$ cat src/rtl/lampfpu_log_arb.sv
// Two-requester round-robin front end for the bfloat16 log unit; one operation in flight.
// Optional WAIT watchdog enabled by defining LAMPFPU_LOG_ARB_TIMEOUT_EN.
module lampfpu_log_arb #(
  parameter int unsigned TIMEOUT_CYC = 4
) (
  input  logic        clk,
  input  logic        rst,
  input  logic [1:0]  req_valid_i,
  input  logic [31:0] req_op_i,
  output logic [1:0]  req_ready_o,
  output logic [1:0]  resp_valid_o,
  input  logic [1:0]  resp_ready_i,
  output logic [15:0] resp_res_o,
  output logic        resp_isToRound_o,
  output logic        resp_err_o,
  output logic        doLog_o,
  output logic [15:0] lg_op_o,
  output logic [3:0]  lg_cls_o,
  input  logic        lg_valid_i,
  input  logic [15:0] lg_res_i,
  input  logic        lg_isToRound_i
);

  typedef enum logic [1:0] {IDLE, ISSUE, WAIT, RESP} state_t;

  state_t      state;
  logic        rr_ptr;
  logic        gnt_id;

  logic        gnt_c;
  logic [1:0]  ready_c;
  logic        xfer_c;
  logic [15:0] op_c;
  logic [7:0]  e_c;
  logic [6:0]  f_c;
  logic [3:0]  cls_c;

`ifdef LAMPFPU_LOG_ARB_TIMEOUT_EN
  localparam int unsigned CNT_W = (TIMEOUT_CYC > 1) ? $clog2(TIMEOUT_CYC) : 1;
  logic [CNT_W-1:0] wait_cnt;
`endif

  // Grant selection and operand classification for the candidate being granted.
  always_comb begin
    gnt_c = rr_ptr;
    if (req_valid_i == 2'b01) begin
      gnt_c = 1'b0;
    end else if (req_valid_i == 2'b10) begin
      gnt_c = 1'b1;
    end
    ready_c = 2'b00;
    if ((state == IDLE) && (req_valid_i != 2'b00)) begin
      ready_c[gnt_c] = 1'b1;
    end
    xfer_c = |(req_valid_i & ready_c);
    op_c   = gnt_c ? req_op_i[31:16] : req_op_i[15:0];
    e_c    = op_c[14:7];
    f_c    = op_c[6:0];
    // Denormals (e==0) are treated as zero.
    cls_c  = {(e_c == 8'h00),
              (e_c == 8'hFF) && (f_c == 7'h00),
              (e_c == 8'hFF) && (f_c != 7'h00) && !f_c[6],
              (e_c == 8'hFF) && f_c[6]};
  end

  assign req_ready_o = ready_c;

`ifndef LAMPFPU_LOG_ARB_TIMEOUT_EN
  assign resp_err_o = 1'b0;
`endif

  // Arbiter FSM; operand and its class flags are captured together at the transfer.
  always_ff @(posedge clk) begin
    if (rst) begin
      state            <= IDLE;
      rr_ptr           <= 1'b0;
      gnt_id           <= 1'b0;
      lg_op_o          <= 16'h0000;
      lg_cls_o         <= 4'h0;
      doLog_o          <= 1'b0;
      resp_valid_o     <= 2'b00;
      resp_res_o       <= 16'h0000;
      resp_isToRound_o <= 1'b0;
`ifdef LAMPFPU_LOG_ARB_TIMEOUT_EN
      resp_err_o       <= 1'b0;
      wait_cnt         <= '0;
`endif
    end else begin
      doLog_o <= 1'b0;
      case (state)
        IDLE: begin
          if (xfer_c) begin
            lg_op_o  <= op_c;
            lg_cls_o <= cls_c;
            gnt_id   <= gnt_c;
            rr_ptr   <= ~gnt_c;
            doLog_o  <= 1'b1;
            state    <= ISSUE;
          end
        end
        ISSUE: begin
`ifdef LAMPFPU_LOG_ARB_TIMEOUT_EN
          wait_cnt <= '0;
`endif
          state <= WAIT;
        end
        WAIT: begin
          if (lg_valid_i) begin
            resp_res_o       <= lg_res_i;
            resp_isToRound_o <= lg_isToRound_i;
            resp_valid_o     <= gnt_id ? 2'b10 : 2'b01;
`ifdef LAMPFPU_LOG_ARB_TIMEOUT_EN
            resp_err_o       <= 1'b0;
`endif
            state            <= RESP;
          end
`ifdef LAMPFPU_LOG_ARB_TIMEOUT_EN
          // A result arriving on the final allowed cycle still takes priority.
          else if (wait_cnt == CNT_W'(TIMEOUT_CYC - 1)) begin
            resp_res_o       <= 16'h7FC0;
            resp_isToRound_o <= 1'b0;
            resp_err_o       <= 1'b1;
            resp_valid_o     <= gnt_id ? 2'b10 : 2'b01;
            state            <= RESP;
          end else begin
            wait_cnt <= wait_cnt + CNT_W'(1);
          end
`endif
        end
        RESP: begin
          if (resp_ready_i[gnt_id]) begin
            resp_valid_o <= 2'b00;
            state        <= IDLE;
          end
        end
        default: state <= IDLE;
      endcase
    end
  end

endmodule

$ cat config.mk
export PLATFORM = sky130hd
export DESIGN_NAME = lampfpu_log_arb
export DESIGN_NICKNAME = d
export VERILOG_FILES = /design/src/rtl/lampfpu_log_arb.sv
export SDC_FILE = /design/constraint.sdc
export NUM_CORES = 1
export LEC_CHECK = 0
export BUFFER_PORTS_ARGS = -buffer_cell sky130_fd_sc_hd__buf_2
export CELL_PAD_IN_SITES_DETAIL_PLACEMENT = 2
export CELL_PAD_IN_SITES_GLOBAL_PLACEMENT = 2
export CORE_MARGIN = 10
export CORE_UTILIZATION = 26
export DETAILED_ROUTE_END_ITERATION = 8
export PLACE_DENSITY_LB_ADDON = 0.2
export SKIP_LAST_GASP = 1
export SLEW_MARGIN = 5
export SYNTH_ARGS = -nofsm -noshare
export SYNTH_HDL_FRONTEND = slang
export SYNTH_SLANG_ARGS = --single-unit
$ cat constraint.sdc
create_clock -name clk -period 3.31 [get_ports clk]
set_clock_uncertainty 0.1 [all_clocks]
set_input_delay 0.331 -clock clk [delete_from_list [all_inputs] [get_ports clk]]
set_output_delay 0.331 -clock clk [all_outputs]
set_load 0.02 [all_outputs]
==> results.md <==
- Outcome: completed
- Max-Cap Viols: 0
- Pwr Density: ~670 nW/um^2
- Fin crit period: 2.232 ns
- Syn_nets: between 200 and 300
- Post-synthesis register bit count: 44
- LEAKAGE: approximately 1.2 nW
- Longest Clk Path Bufs: 2
- DRC: 0
- Cells after Synth: 232
- WL final: 6928 um
- WP buf/inv: 4
- Setup bufs post-CTS: 0
- Dominant synthesized flop cell: dfxtp_1
- Final net count: 385
- Post-DP HPWL: 5663 um
- Data arrival, critical path: approximately 1.8 ns
- DR iter-0 viols: 38
- Vias in the first global route: 2152
- Top Layer Used: met4
- Total grt overflow: 0
- CP max stage delay: 0.34 ns
- Largest net degree at the start of global routing: 25
- Non-filler cells, final: around 430
- Syn-to-layout area delta: 33.74%
- RSZ-0062 raised after global routing: no
- Number of cell rows: 31
- Avg Cell Area, Syn: 8.359 um^2
- Global-route wire length before repair: around 11000 um
- Async SR Flop Fraction: 0%
- Final Core Density: 35.76%
- GP Congestion: 0.7569
- Seq/Total Area, Yosys: 45.42%
- Core Area: 7253 um^2
- Fin Hold WS: ~0.17 ns
- Mux share of post-synthesis cell area: 9.290%
- Xor-xnor portion of the synthesized cell area: 0%
- Post-synth EDFFs: 0
- Crit start category: register
- CP most frequent cell: inv_1
- Post-synthesis adder-cell area fraction: under 10%
- Via density: 4.572
- Root buf cell: clkbuf_8
- Post-Synth Simple-Gate Area: 20.19%
- CTS tree: done
- Wire length per cell: 16.30 um
- Hold/Removal Path Class: input pin to register
- Setup CP Type: register to output pin
- Die Area: 11310 um^2
- Routed Antenna Nets: 0
- Crit-path slowest cell: dfxtp_1
- Max VDD drop: ~0.00028 V
- Port Buf Inserts: 97
- Placed Cells: 417
- CTS buffer count: 5
- # IOs: about 100
- CP Capture Type: output pin
- Cell Area, Synth: about 1900 um^2
- Fmax achieved: between 400 and 500 MHz
- Clock Latency Late Sink: 0.29 ns
- Commonest cells after routing, fill and taps aside: buf_2, nand2_1, dfxtp_1
- Vias: 1943
- Hold_buf cts: 0
- CP max FO: 23
- Worst Max-Slew Pin Slew: 0.9539 ns
- CTS H-tree depth: 2
- Die height: 106.4 um
- Compound-cell area share of the yosys netlist: 17.10%
- Distinct cell type count after synthesis: 34
- Critical path data required time: approximately 2.9 ns
- Worst path cell trace: inv_1 > ha_1 > nor2b_1 > buf_4 > nand2_1 > inv_1 > buf_2
- Slew headroom: 35.98%
- Synthesis Warnings: 0
- Largest family of logic cells by synthesized area: simple AND/OR/NAND/NOR gates
- Commonest non-fill, non-tap cell in the layout: buf_2
- CTS resizes: 0
- Overall Power: 1.726 mW
- Num Clock Sinks: 44
- Antenna cells: 0
- Ratio of cells with drive above 1 in the final layout: 33.44%
- Register clock-pin slew on the reported worst setup and hold paths: 0.08 ns
- Final period utilization: between 60 and 70%
- Delay-heaviest family, CP: buffers and inverters
- Setup TNS: 0 ns
- Die X: 106.4 um
- DR WL met2: 3362 um
- Tot GR Track Use: 12.34%
- Initial antenna violation count: 0
- Metal3 WL: 365 um
- TritonRoute pass-1 iters: 4
- Metal1 wirelength: 3135 um
- Final hold violation count: 0
- Initial core utilization: 26.74%
- Max-slew violations: 0
- Setup violation total in the final timing report: 0
-- cell families after synthesis --
kind of cell / after synthesis
AND/OR/NAND/NOR: 94
AO/OA/AOI/OAI: 50
flip-flops: 44
buffers and inverters: 20
multiplexers: 18
adder cells (fa/ha/maj): 5
other: 1
-- worst paths after layout --
kind            startpoint              to  slack, ns  depth (start not counted)
max               state[0]  req_ready_o[1]       1.08                          7
max reg2reg         rr_ptr     lg_cls_o[1]       1.37                          4
min reg2reg  resp_res_o[2]   resp_res_o[2]       0.36                          2
min            lg_res_i[3]   resp_res_o[3]       0.17                          3
-- stage by stage --
| stage | area [um^2] | setup slack (ns) |
|---|---|---|
| CTS | 2594 | 1.023 |
| detailed placement | 2500 | 1.235 |
| finish | 2594 | 1.078 |
| global placement | 2500 | 1.285 |
| global route | 2594 | 0.8979 |
| floorplan | 1939 | 1.695 |
-- layer usage --
metal / track usage (%) / up-vias
met2: 20.76 / 49
met1: 15.04 / 912
met4: 3.772 / 0
met3: 3.200 / 4
li1: - / 978
met5: 0 / -
-- sequential cells by signal, indices dropped and copies added (netlist names) --
signal	count
resp_valid_o	2
lg_op_o	16
doLog_o	1
resp_isToRound_o	1
resp_res_o	16
gnt_id	1
rr_ptr	1
state	2
lg_cls_o	4
-- layout make-up --
class | instances | area (um^2)
clock inverters | 1 | 7.507
well taps | 99 | 123.9
multi-input cells | 168 | 968.4
inverters | 7 | 26.28
fillers | 868 | 4659
clock buffers | 7 | 86.33
repair buffers | 99 | 500.5
flip-flops and latches | 44 | 880.8
-- synthesized netlist by cell type, types with 2 or more instances --
master    number  area, um^2
nor2_1        28       105.1
a21oi_1       21       105.1
o41ai_1        2       17.52
inv_1          6       22.52
nand2_1       47       176.4
ha_1           4       50.05
nand3_1        5       25.02
clkbuf_1       8       30.03
o21a_1         3       22.52
o21ai_0        2       10.01
nand4_1        2       12.51
buf_1          2       7.510
a211oi_1      12       90.09
buf_4          2       15.01
and3_1         2       12.51
o21ai_1        2       10.01
mux2i_1       18       180.2
nor4_1         3       18.77
and2_1         2       12.51
dfxtp_1       44       880.8
nor2b_1        3       18.77
nor3_1         2       10.01
-- power breakdown --
group / switching (mW) / total, mW / internal [mW]
Clock: 0.186 / 0.356 / 0.170
Combinational: 0.439 / 0.682 / 0.243
Sequential: 0.0554 / 0.688 / 0.633
-- tightest hold or removal path: cells and delay by family --
kind / cells / cell delay [ns]
and+or+nand+nor: 1 / 0.04
buffers and inverters: 1 / 0.10
AOI/OAI and AO/OA: 1 / 0.05
Note: power is estimated with default switching activity, not from simulation.
